**config.mk**
```make
export PLATFORM = sky130hd
export DESIGN_NAME = mnacidpro_seq
export DESIGN_NICKNAME = d
export VERILOG_FILES = /design/src/rtl/mnacidpro_seq.sv
export SDC_FILE = /design/constraint.sdc
export NUM_CORES = 1
export LEC_CHECK = 0
export BUFFER_PORTS_ARGS = -buffer_cell sky130_fd_sc_hd__buf_2
export CAP_MARGIN = 15
export CORE_ASPECT_RATIO = 0.5
export CORE_MARGIN = 2
export CORE_UTILIZATION = 35
export DETAILED_ROUTE_END_ITERATION = 6
export GPL_TIMING_DRIVEN = 0
export HOLD_SLACK_MARGIN = 0.08
export PLACE_DENSITY = 0.61
export SLEW_MARGIN = 20
export SYNTH_ARGS = -nofsm -noshare
export SYNTH_HDL_FRONTEND = slang
export SYNTH_SLANG_ARGS = --single-unit
```
**constraint.sdc**
```tcl
create_clock -name clk -period 4.55 [get_ports clk]
set_clock_uncertainty 0.2 [all_clocks]
set_input_delay 0 -clock clk [delete_from_list [all_inputs] [get_ports clk]]
set_output_delay 0 -clock clk [all_outputs]
set_load 0.1 [all_outputs]
```
**src/rtl/mnacidpro_seq.sv**
```systemverilog
// Protocol sequencer for the nucleic-acid purification chip: runs SIZE samples through
// bead load, lysis, wash, elute and collect, driving the ctrl valves and peristaltic pump.
module mnacidpro_seq #(
    parameter int SIZE     = 7,
    parameter int STEP_W   = 16,
    parameter int PUMP_DIV = 4,
    localparam int IDX_W   = (SIZE > 1) ? $clog2(SIZE) : 1
) (
    input  logic              clk,
    input  logic              rst,
    input  logic              start,
    input  logic              abort,
    input  logic [STEP_W-1:0] step_len,
    output logic              lysis_ctrl,
    output logic              wash_ctrl,
    output logic              elute_ctrl,
    output logic              dead_end_ctrl,
    output logic              vertical_ctrl,
    output logic              horiz_ctrl,
    output logic              waste_ctrl,
    output logic              bead_ctrl,
    output logic              loop_exit_ctrl,
    output logic              bead_trap_ctrl,
    output logic              collect_ctrl,
    output logic [2:0]        pump,
    output logic [IDX_W-1:0]  collect_idx,
    output logic              busy,
    output logic              done,
    output logic              aborted
);

    localparam int DIV_W = (PUMP_DIV > 1) ? $clog2(PUMP_DIV) : 1;
    localparam logic [DIV_W-1:0]  LAST_DIV = DIV_W'(PUMP_DIV - 1);
    localparam logic [IDX_W-1:0]  LAST_IDX = IDX_W'(SIZE - 1);
    localparam logic [STEP_W-1:0] ONE      = STEP_W'(1);

    typedef enum logic [2:0] {
        S_IDLE, S_BEAD_LOAD, S_LYSIS, S_WASH, S_ELUTE, S_COLLECT, S_DONE
    } state_t;

    typedef struct packed {
        logic lysis, wash, elute, dead_end, vertical, horiz;
        logic waste, bead, loop_exit, bead_trap, collect;
    } valves_t;

    state_t            state, state_nxt;
    logic [STEP_W-1:0] n_len, n_len_nxt, cnt, cnt_nxt;
    logic [IDX_W-1:0]  idx_nxt;
    logic [1:0]        phase, phase_nxt;
    logic [DIV_W-1:0]  div, div_nxt;
    logic              aborted_nxt;
    valves_t           closed_q;

    // Set of valves opened (1 = open) in each state.
    function automatic valves_t open_set(state_t s);
        valves_t v;
        v = '0;
        case (s)
            S_BEAD_LOAD: begin v.bead = 1'b1; v.bead_trap = 1'b1; v.waste = 1'b1; end
            S_LYSIS:     begin v.lysis = 1'b1; v.horiz = 1'b1; v.dead_end = 1'b1; end
            S_WASH:      begin
                v.wash = 1'b1; v.vertical = 1'b1; v.bead_trap = 1'b1; v.waste = 1'b1;
            end
            S_ELUTE:     begin v.elute = 1'b1; v.vertical = 1'b1; v.loop_exit = 1'b1; end
            S_COLLECT:   begin v.loop_exit = 1'b1; v.collect = 1'b1; end
            default:     v = '0;
        endcase
        return v;
    endfunction

    function automatic logic pumped(state_t s);
        return s inside {S_BEAD_LOAD, S_LYSIS, S_WASH, S_ELUTE};
    endfunction

    function automatic logic [2:0] pump_pattern(logic [1:0] p);
        case (p)
            2'd0:    return 3'b011;
            2'd1:    return 3'b101;
            default: return 3'b110;
        endcase
    endfunction

    always_comb begin
        // NOTE: every variable gets a default first so no path leaves it unassigned (no latches).
        state_nxt   = state;
        n_len_nxt   = n_len;
        cnt_nxt     = cnt;
        idx_nxt     = collect_idx;
        phase_nxt   = phase;
        div_nxt     = div;
        aborted_nxt = 1'b0;

        case (state)
            S_IDLE: begin
                if (start) begin
                    n_len_nxt = (step_len == '0) ? ONE : step_len;
                    cnt_nxt   = n_len_nxt - ONE;
                    idx_nxt   = '0;
                    phase_nxt = '0;
                    div_nxt   = '0;
                    state_nxt = S_BEAD_LOAD;
                end
            end
            S_DONE: begin
                state_nxt   = S_IDLE;
                aborted_nxt = abort;
            end
            S_BEAD_LOAD, S_LYSIS, S_WASH, S_ELUTE, S_COLLECT: begin
                // Abort outranks a step end landing on the same cycle.
                if (abort) begin
                    state_nxt   = S_IDLE;
                    aborted_nxt = 1'b1;
                end else if (cnt == '0) begin
                    cnt_nxt   = n_len - ONE;
                    phase_nxt = '0;
                    div_nxt   = '0;
                    case (state)
                        S_BEAD_LOAD: state_nxt = S_LYSIS;
                        S_LYSIS:     state_nxt = S_WASH;
                        S_WASH:      state_nxt = S_ELUTE;
                        S_ELUTE:     state_nxt = S_COLLECT;
                        default: begin
                            if (collect_idx < LAST_IDX) begin
                                idx_nxt   = collect_idx + IDX_W'(1);
                                state_nxt = S_BEAD_LOAD;
                            end else begin
                                state_nxt = S_DONE;
                            end
                        end
                    endcase
                end else begin
                    cnt_nxt = cnt - ONE;
                    if (div == LAST_DIV) begin
                        div_nxt   = '0;
                        phase_nxt = (phase == 2'd2) ? 2'd0 : phase + 2'd1;
                    end else begin
                        div_nxt = div + DIV_W'(1);
                    end
                end
            end
            default: state_nxt = S_IDLE;
        endcase
    end

    // Outputs are registered from the next-state decode, so they change together with state.
    always_ff @(posedge clk) begin
        // NOTE: sequential state uses non-blocking assignments so all flops update from pre-edge values.
        if (rst) begin
            state       <= S_IDLE;
            n_len       <= ONE;
            cnt         <= '0;
            collect_idx <= '0;
            phase       <= '0;
            div         <= '0;
            closed_q    <= '1;
            pump        <= 3'b111;
            busy        <= 1'b0;
            done        <= 1'b0;
            aborted     <= 1'b0;
        end else begin
            state       <= state_nxt;
            n_len       <= n_len_nxt;
            cnt         <= cnt_nxt;
            collect_idx <= idx_nxt;
            phase       <= phase_nxt;
            div         <= div_nxt;
            closed_q    <= valves_t'(~open_set(state_nxt));
            pump        <= pumped(state_nxt) ? pump_pattern(phase_nxt) : 3'b111;
            busy        <= (state_nxt != S_IDLE);
            done        <= (state_nxt == S_DONE);
            aborted     <= aborted_nxt;
        end
    end

    assign lysis_ctrl     = closed_q.lysis;
    assign wash_ctrl      = closed_q.wash;
    assign elute_ctrl     = closed_q.elute;
    assign dead_end_ctrl  = closed_q.dead_end;
    assign vertical_ctrl  = closed_q.vertical;
    assign horiz_ctrl     = closed_q.horiz;
    assign waste_ctrl     = closed_q.waste;
    assign bead_ctrl      = closed_q.bead;
    assign loop_exit_ctrl = closed_q.loop_exit;
    assign bead_trap_ctrl = closed_q.bead_trap;
    assign collect_ctrl   = closed_q.collect;

endmodule
```
==> results of run 1 <==
==> kinds of logic after synthesis <==
| family | Yosys count | share of synthesized area |
|---|---|---|
| AOI/OAI and AO/OA | 117 | 0.264 |
| xor gates and xnor gates | 8 | 0.0240 |
| adders and majority gates | 3 | 0.0128 |
| buffers and inverters | 33 | 0.0535 |
| DFF | 56 | 0.383 |
| and+or+nand+nor | 159 | 0.262 |
==> through the flow <==
stage | setup slack [ns] | power (mW) | cell area, um^2 | std cells
final | 0.617 | 1.21 | 3590 | 553
after global routing | 0.362 | 1.27 | 3590 | 553
after CTS | 0.689 | 1.22 | 3590 | 553
after detailed placement | 0.723 | 0.810 | 3260 | 527
after global placement | 0.711 | 0.809 | 3260 | 527
after floorplan | 1.39 | 0.738 | 2920 | 376
==> placed cells by master, fill, tap and decap left out, types with 3 or more instances in the layout <==
cell type,count
nand2_1,61
dfxtp_1,56
a21oi_1,43
buf_2,41
nor2_1,39
o21ai_0,22
dlygate4sd3_1,18
clkbuf_1,13
nor4_1,11
a211oi_1,11
nor3_1,11
or3_1,8
inv_1,7
nand3_1,7
buf_1,5
o21a_1,5
a311oi_1,5
xnor2_1,5
clkbuf_16,5
buf_4,4
a311o_1,3
o211ai_1,3
nand4_1,3
xor2_1,3
ha_1,3
==> state kept, by name, indices dropped and copies added (netlist names) <==
name,cells
collect_idx,3
done,1
elute_ctrl,1
collect_ctrl,1
div,2
busy,1
loop_exit_ctrl,1
pump,3
bead_ctrl,1
state,3
waste_ctrl,1
lysis_ctrl,1
n_len,16
cnt,16
aborted,1
wash_ctrl,1
vertical_ctrl,1
phase,2
==> critical path, stage by stage, from the launching register on <==
cell and delay, ns:
dfxtp_1 0.32, buf_4 0.17, or3_1 0.36, nand2_2 0.19, buf_1 0.45, buf_1 0.42, nor2_1 0.10, a21oi_1 0.15
ha_1 0.20, o21a_1 0.29, nand3_2 0.18, or4_1 0.54, a311oi_1 0.26
==> layout make-up <==
| cell class | count | area (um^2) | share of cell area |
|---|---|---|---|
| repair buffers | 57 | 375 | 0.105 |
| plain buffers | 26 | 130 | 0.0363 |
| well taps | 112 | 140 | 0.0391 |
| clock inverters | 3 | 22.5 | 0.00628 |
| flip-flops and latches | 56 | 1120 | 0.313 |
| multi-input cells | 287 | 1650 | 0.459 |
| inverters | 7 | 26.3 | 0.00732 |
| clock buffers | 5 | 125 | 0.0349 |
==> worst paths after layout <==
kind	startpoint	endpoint	slack, ns	cells past startpoint
worst max-delay path	state[2]$_SDFF_PP0_	cnt[12]$_SDFFE_PP0P_	0.62	12
worst max register to register	state[2]$_SDFF_PP0_	cnt[12]$_SDFFE_PP0P_	0.62	12
worst min-delay path	start	n_len[11]$_SDFFE_PP0P_	0.16	4
worst min register to register	n_len[13]$_SDFFE_PP0P_	n_len[13]$_SDFFE_PP0P_	0.26	2
==> repair_timing <==
item,4_1_cts,5_1_grt
endpoints found under the hold margin,49,0
hold buffers,18,0
endpoints found under the setup margin,0,0
==> layer usage <==
layer / up-vias / track usage
met1: 1377 / 0.267
met3: 6 / 0.0373
met4: 0 / 0.0399
met2: 93 / 0.336
li1: 1492 / -
met5: - / 0
==> report_power, final <==
part | total [mW] | internal (mW) | switching (mW) | leakage [nW]
logic | 0.267 | 0.0907 | 0.176 | 0.805
clock network | 0.400 | 0.207 | 0.193 | 0.0742
registers | 0.548 | 0.520 | 0.0276 | 0.460
total | 1.21 | 0.818 | 0.397 | 1.34
==> results.md, run 1 <==
- The flow ran to the end, and the final reports show no timing, DRC or antenna violations.
- The count of final max-slew check failures is 0.
- Across the VDD grid, the largest voltage drop is 155 uV.
- Ranked by instance count, the synthesized netlist is headed by nand2_1, dfxtp_1, a21oi_1, nor2_1, o21ai_0.
- The count of instances resized after the clock tree is built is 0.
- The routed design has 8590 um of wire.
- The synthesized netlist contains 57 unique library cells.
- The number of antenna violations at the first check in global routing came to 0.
- The type of the worst min-delay path is in -> reg.
- Each instance of the synthesized netlist takes up on average 7.78 um^2.
- The max-capacitance violation count is 0.
- After clock tree synthesis, the clock-pin slew on the worst setup and hold paths is 0.07 ns.
- The share of synthesized area in the top cell type comes to 0.383.
- The congestion estimate from routability-driven global placement came to 0.882.
- The kind of end point of the critical path is a register.
- Summed over all nets, wire length on met2 after detailed routing comes to 3770 um.
- The via count of the first global-routing pass was 2674.
- The detailed-route DRC error count is 0.
- STA puts the critical path data arrival time at 3.94 ns.
- The number of buffers inserted to repair setup after CTS is 0.
- For this run, the register share of the synthesized area comes to 0.383.
- Of all cell types, the one taking the most synthesized area is dfxtp_1.
- Clock tree synthesis inserted a total of 5 buffers.
- The number of endpoints with negative hold slack in the final report was 0.
- The cell area after synthesis is 2920 um^2.
- The clock tree from TritonCTS is yes.
- Counting along the longest clock path gives a buffer depth of 2.
- The leakage power of the design is 1.34 nW.
- The global routing usage summed across all routing layers is 0.198.
- The root buffer cell is clkbuf_16.
- In this run the standard cell core region covers 8060 um^2.
- The initialized floorplan defines 23 standard-cell rows.
- Counting flops and latches in the post-synthesis netlist gives 56.
- The detailed-placement wirelength estimate is 6130 um.
- In this run the horizontal extent of the chip is 133 um.
- The first detailed-routing pass took 5 iterations.
- The overflow left after global routing is 0.
- The count of final setup violators is 0.
- The number of fill cells in the layout is 840.
- At the later pin of the worst-skew pair, clock insertion delay measures 0.30 ns.
- Signal routing reaches up to met4.
- The net count of the finished layout is 463.
- The area growth from synthesis to layout is 22.7%.
- Yosys mapped a number of flops with a built-in enable equal to 0.
- The floorplan step set the die height to 68.6 um.
- The most used flip-flop cell after synthesis is dfxtp_1.
- The iteration-0 DRC count of the detailed router is 301.
- By area the synthesized netlist is led by dfxtp_1, nand2_1, a21oi_1.
- In the final routed layout, each cell accounts on average for 15.5 um.
- The total number of vias is 2968.
- The total negative slack for setup checks is 0 ns.
- The clock net in this run drives a total of 56 sinks.
- Timing would allow up to 254 MHz.
- The synthesized net count is 399.
- After detailed routing, the wire length on met1 is 4240 um.
- The antenna diode count is 0.
- Of the available clock period, the critical path in the final layout requires 0.864.
- In the final layout, the share of cells above drive strength 1 is 0.150.
- The floorplan step defined a die boundary enclosing 9150 um^2.
- The count of nets left with antenna violations once routing finished came out at 0.
- The most common cell in the synthesized netlist is nand2_1.
- The first global-routing pass estimated 13800 um of wire.
- The number of synthesis warnings is 0.
- The critical path is of the reg -> reg type.
- The post-synthesis instance total is 376.
- Setup repair after global routing left no endpoint under its margin.
- The number of levels the H-tree was split into is 2.
- The cell area power density is 339 nW/um^2.
- During placement, the flow inserted port buffers numbering 39.
- For the worst setup path, the data required time is 4.56 ns.
- After synthesis, the share of flip-flops with an asynchronous set or reset is 0.
- Detailed routing placed a total of 526 um of wire on met3.
- At the end of the flow the core is filled with cells to 0.445.
- The peak fanout along the critical path is 10.
- During I/O placement, the number of pins put on the boundary was 40.
- Hold is met by 0.164 ns.
- The max-slew headroom at the worst pin is 0.425.
- The detailed-route vias per instance is 5.37.
- The transition at the pin with the smallest max-transition slack is 0.852 ns.
- The routed design could run at a clock period as short as 3.93 ns.
- For this configuration, the core starts out at a cell density of 0.363.
- Entering global routing, the biggest net connects 19 pins.
- The type of origin of the critical path is a register.
No activity file was read; power rests on OpenSTA's default activity.
==> inputs of run 2 (changes only) <==
- ABC_CLOCK_PERIOD_IN_PS: not set -> 4550
- CELL_PAD_IN_SITES_DETAIL_PLACEMENT: not set -> 1
- CELL_PAD_IN_SITES_GLOBAL_PLACEMENT: not set -> 1
- PLACE_DENSITY: 0.61 -> 0.76
==> run 2 against run 1 <==
Net effect: cell count is the same; critical endpoint unchanged; design area about the same; core utilization is essentially flat; combinational power increased by 3%; routed wire length up 14%; first-iteration DRC count decreased by 9.3%; clock power barely moved; via count up 4.1%; die area did not move; setup slack lost 0.094 ns; flip-flop and latch count stayed put.
==> results.md, run 2 (synthesis gave the netlist of run 1 again) <==
- The flow ran to the end, and the final reports show no timing, DRC or antenna violations.
- The total number of vias is 3091 (+4.1%).
- The maximum clock rate was 248 MHz (-2.3%).
- The total negative slack for setup checks is 0 ns (unchanged).
- The pin count of the biggest net entering global routing is 20 (+1).
- The row count came to 23 (unchanged).
- The count of final setup violators is 0 (unchanged).
- The maximum ir drop on the vdd rail is 174 uV (+12%).
- The cell area power density is 342 nW/um^2 (+0.91%).
- The core box area is 8060 um^2 (unchanged).
- The setup path with the least slack is of type reg -> reg.
- The iteration-0 DRC count of the detailed router is 273 (-9.3%).
- The most common cell after layout, fill and taps aside is nand2_1.
- The buffers plus inverters on the worst setup path is 3 (unchanged).
- The layout overhead on the synthesized area came to 22.8% (about the same).
- The number of endpoints with negative hold slack in the final report is 0 (unchanged).
- The TritonCTS buffer count is 5 (unchanged).
- The number of levels the H-tree was split into is 2 (unchanged).
- The first-pass GRT wire length was 15800 um (+14%).
- The source-to-sink clock delay at the later pin of the worst-skew pair was 0.30 ns (about the same).
- The ratio of final minimum period to clock period is 0.885 (+0.0207).
- The final core utilization was 0.445 (about the same).
- By instance count, the cell type seen most on the critical path is buf_1.
- The y dimension of the die is 68.6 um (unchanged).
- The global routing usage summed across all routing layers is 0.224 (+0.0263).
- The post-detailed-route wirelength per cell is 17.7 um (+14%).
- The detailed-placement wirelength estimate was 7020 um (+14%).
- The total power draw is 1.23 mW (+0.98%).
- The number of buffers between clock root and the deepest sink is 2 (unchanged).
- The max-capacitance violation count is 0 (unchanged).
- The type of origin of the critical path is a register.
- The post-route worst setup slack is 0.522 ns (-0.0941 ns).
- The number of input and output port buffers inserted is 39 (unchanged).
- The overflow left after global routing came to 0 (unchanged).
- The kind of end point of the critical path is a register.
- The total non-filler cell area in the finished layout is 3590 um^2 (about the same).
- The max-slew headroom at the worst pin came to 0.397 (-0.0278).
- The leakage power of the design is 1.34 nW (-0.25%).
- The horizontal die dimension was 133 um (unchanged).
- The worst hold margin is 0.152 ns (-0.0117 ns).
- The library cells used most frequently in the layout, excluding fill and tap cells, are nand2_1, dfxtp_1, a21oi_1.
- The count of final max-slew check failures is 0 (unchanged).
- The total die area came to 9150 um^2 (unchanged).
- The peak fanout along the critical path is 10 (unchanged).
- The minimum setup slack after placement was 0.590 ns (-0.133 ns).
- The remaining number of nets flagged by the antenna check after routing is 0 (unchanged).
- The required time at the worst-slack endpoint is 4.56 ns (about the same).
- The signal on the critical path passes through buf_4 -> or3_1 -> nand2_2 -> buf_1 -> buf_1 -> nor2_1 -> a21oi_1 -> ha_1 -> o21a_1 -> nand3_2 -> or4_1 -> a311oi_1.
- The initial core utilization was 0.363 (unchanged).
- The largest registers in the layout are cnt: 16 flops, n_len: 16 flops.
- The clock period minus worst slack came to 4.03 ns (+0.0941 ns).
- The net total in the final layout is 463 (unchanged).
- The peak per-stage delay on the critical path came to 0.55 ns (about the same).
- The instance area after placement is 3260 um^2 (unchanged).
- The total number of clock tree sinks was 56 (unchanged).
- The global placement routability congestion came to 0.946 (+7.2%).
- The transition at the pin with the smallest max-transition slack came to 0.893 ns (+0.0411 ns).
- The register clock-pin slew on the reported worst setup and hold paths was 0.08 ns (about the same).
- The fraction of layout cells with a size suffix above 1 was 0.150 (unchanged).
- The number of top-level pins is 40 (unchanged).
- The detailed-route vias per instance was 5.59 (+4.1%).
- The via count of the first global-routing pass is 3011 (+13%).
- The number of placed instances with taps included is 527 (unchanged).
- The final wirelength was 9770 um (+14%).
- The tree is rooted in a clkbuf_16.
- The number of cells in the finished layout apart from fillers is 553 (unchanged).
- The number of antenna violations at the first check in global routing was 0 (unchanged).
- The detailed-route DRC error count is 0 (unchanged).
- The total iterations of the first detailed-routing run is 4 (-1).
- The clock tree from TritonCTS is yes.
- Broken down by cell family, the worst path's largest delay share belongs to simple AND/OR/NAND/NOR gates.
- The min-delay analysis places its worst path in the category in -> reg.
- For this design, the slowest cell found on the critical path is or4_1.
- The antenna diode count is 0 (unchanged).
- The data arrival time of the worst path is 4.04 ns (+0.10 ns).
- Setup repair after global routing left no endpoint under its margin.
[run 2: cell count changes in the layout (fill, tap and decap cells not counted), sizes merged]
cell	before	now
clkinv	2	0
clkinvlp	0	1
inv	8	9
[run 2: area by class of cell]
class | instances | area (um^2)
plain buffers | 26 | 130
clock buffers | 5 | 125
clock inverters | 3 | 25.0
fillers | 1027 | 4470
inverters | 7 | 26.3
multi-input cells | 287 | 1650
flip-flops and latches | 56 | 1120
well taps | 112 | 140
repair buffers | 57 | 375
[run 2: final timing paths]
path | from | endpoint | slack (ns) | cells past startpoint
worst max-delay path | state[2]$_SDFF_PP0_ | cnt[12]$_SDFFE_PP0P_ | 0.52 | 12
worst min-delay path | start | n_len[6]$_SDFFE_PP0P_ | 0.15 | 4
worst max register to register | state[2]$_SDFF_PP0_ | cnt[12]$_SDFFE_PP0P_ | 0.52 | 12
worst min register to register | n_len[15]$_SDFFE_PP0P_ | n_len[15]$_SDFFE_PP0P_ | 0.26 | 2
[run 2: report_power, final]
part / total (mW) / internal, mW / leakage [nW] / switching [mW]
logic: 0.275 / 0.0908 / 0.805 / 0.184
clock network: 0.402 / 0.209 / 0.0708 / 0.193
registers: 0.549 / 0.520 / 0.460 / 0.0291
total: 1.23 / 0.820 / 1.34 / 0.407
[run 2: timing repair]
item,4_1_cts,5_1_grt
resized for setup,0,0
hold buffers,18,0
setup buffers,0,0
hold endpoints to repair,46,0
setup endpoints to repair,0,0
[run 2: per-layer routing]
layer	vias to the layer above	part of all wire	GRT usage
met3	6	0.073	0.0365
met1	1498	0.45	0.292
met4	0	0.0067	0.0359
li1	1489	-	-
met2	98	0.47	0.406
met5	-	0	0
[run 2: worst register-to-register path, stage by stage, from the launching register on]
cell and delay [ns]:
dfxtp_1 0.32, buf_4 0.16, or3_1 0.37, nand2_2 0.21, buf_1 0.45, buf_1 0.45
nor2_1 0.10, a21oi_1 0.16, ha_1 0.19, o21a_1 0.31, nand3_2 0.20, or4_1 0.55
a311oi_1 0.26
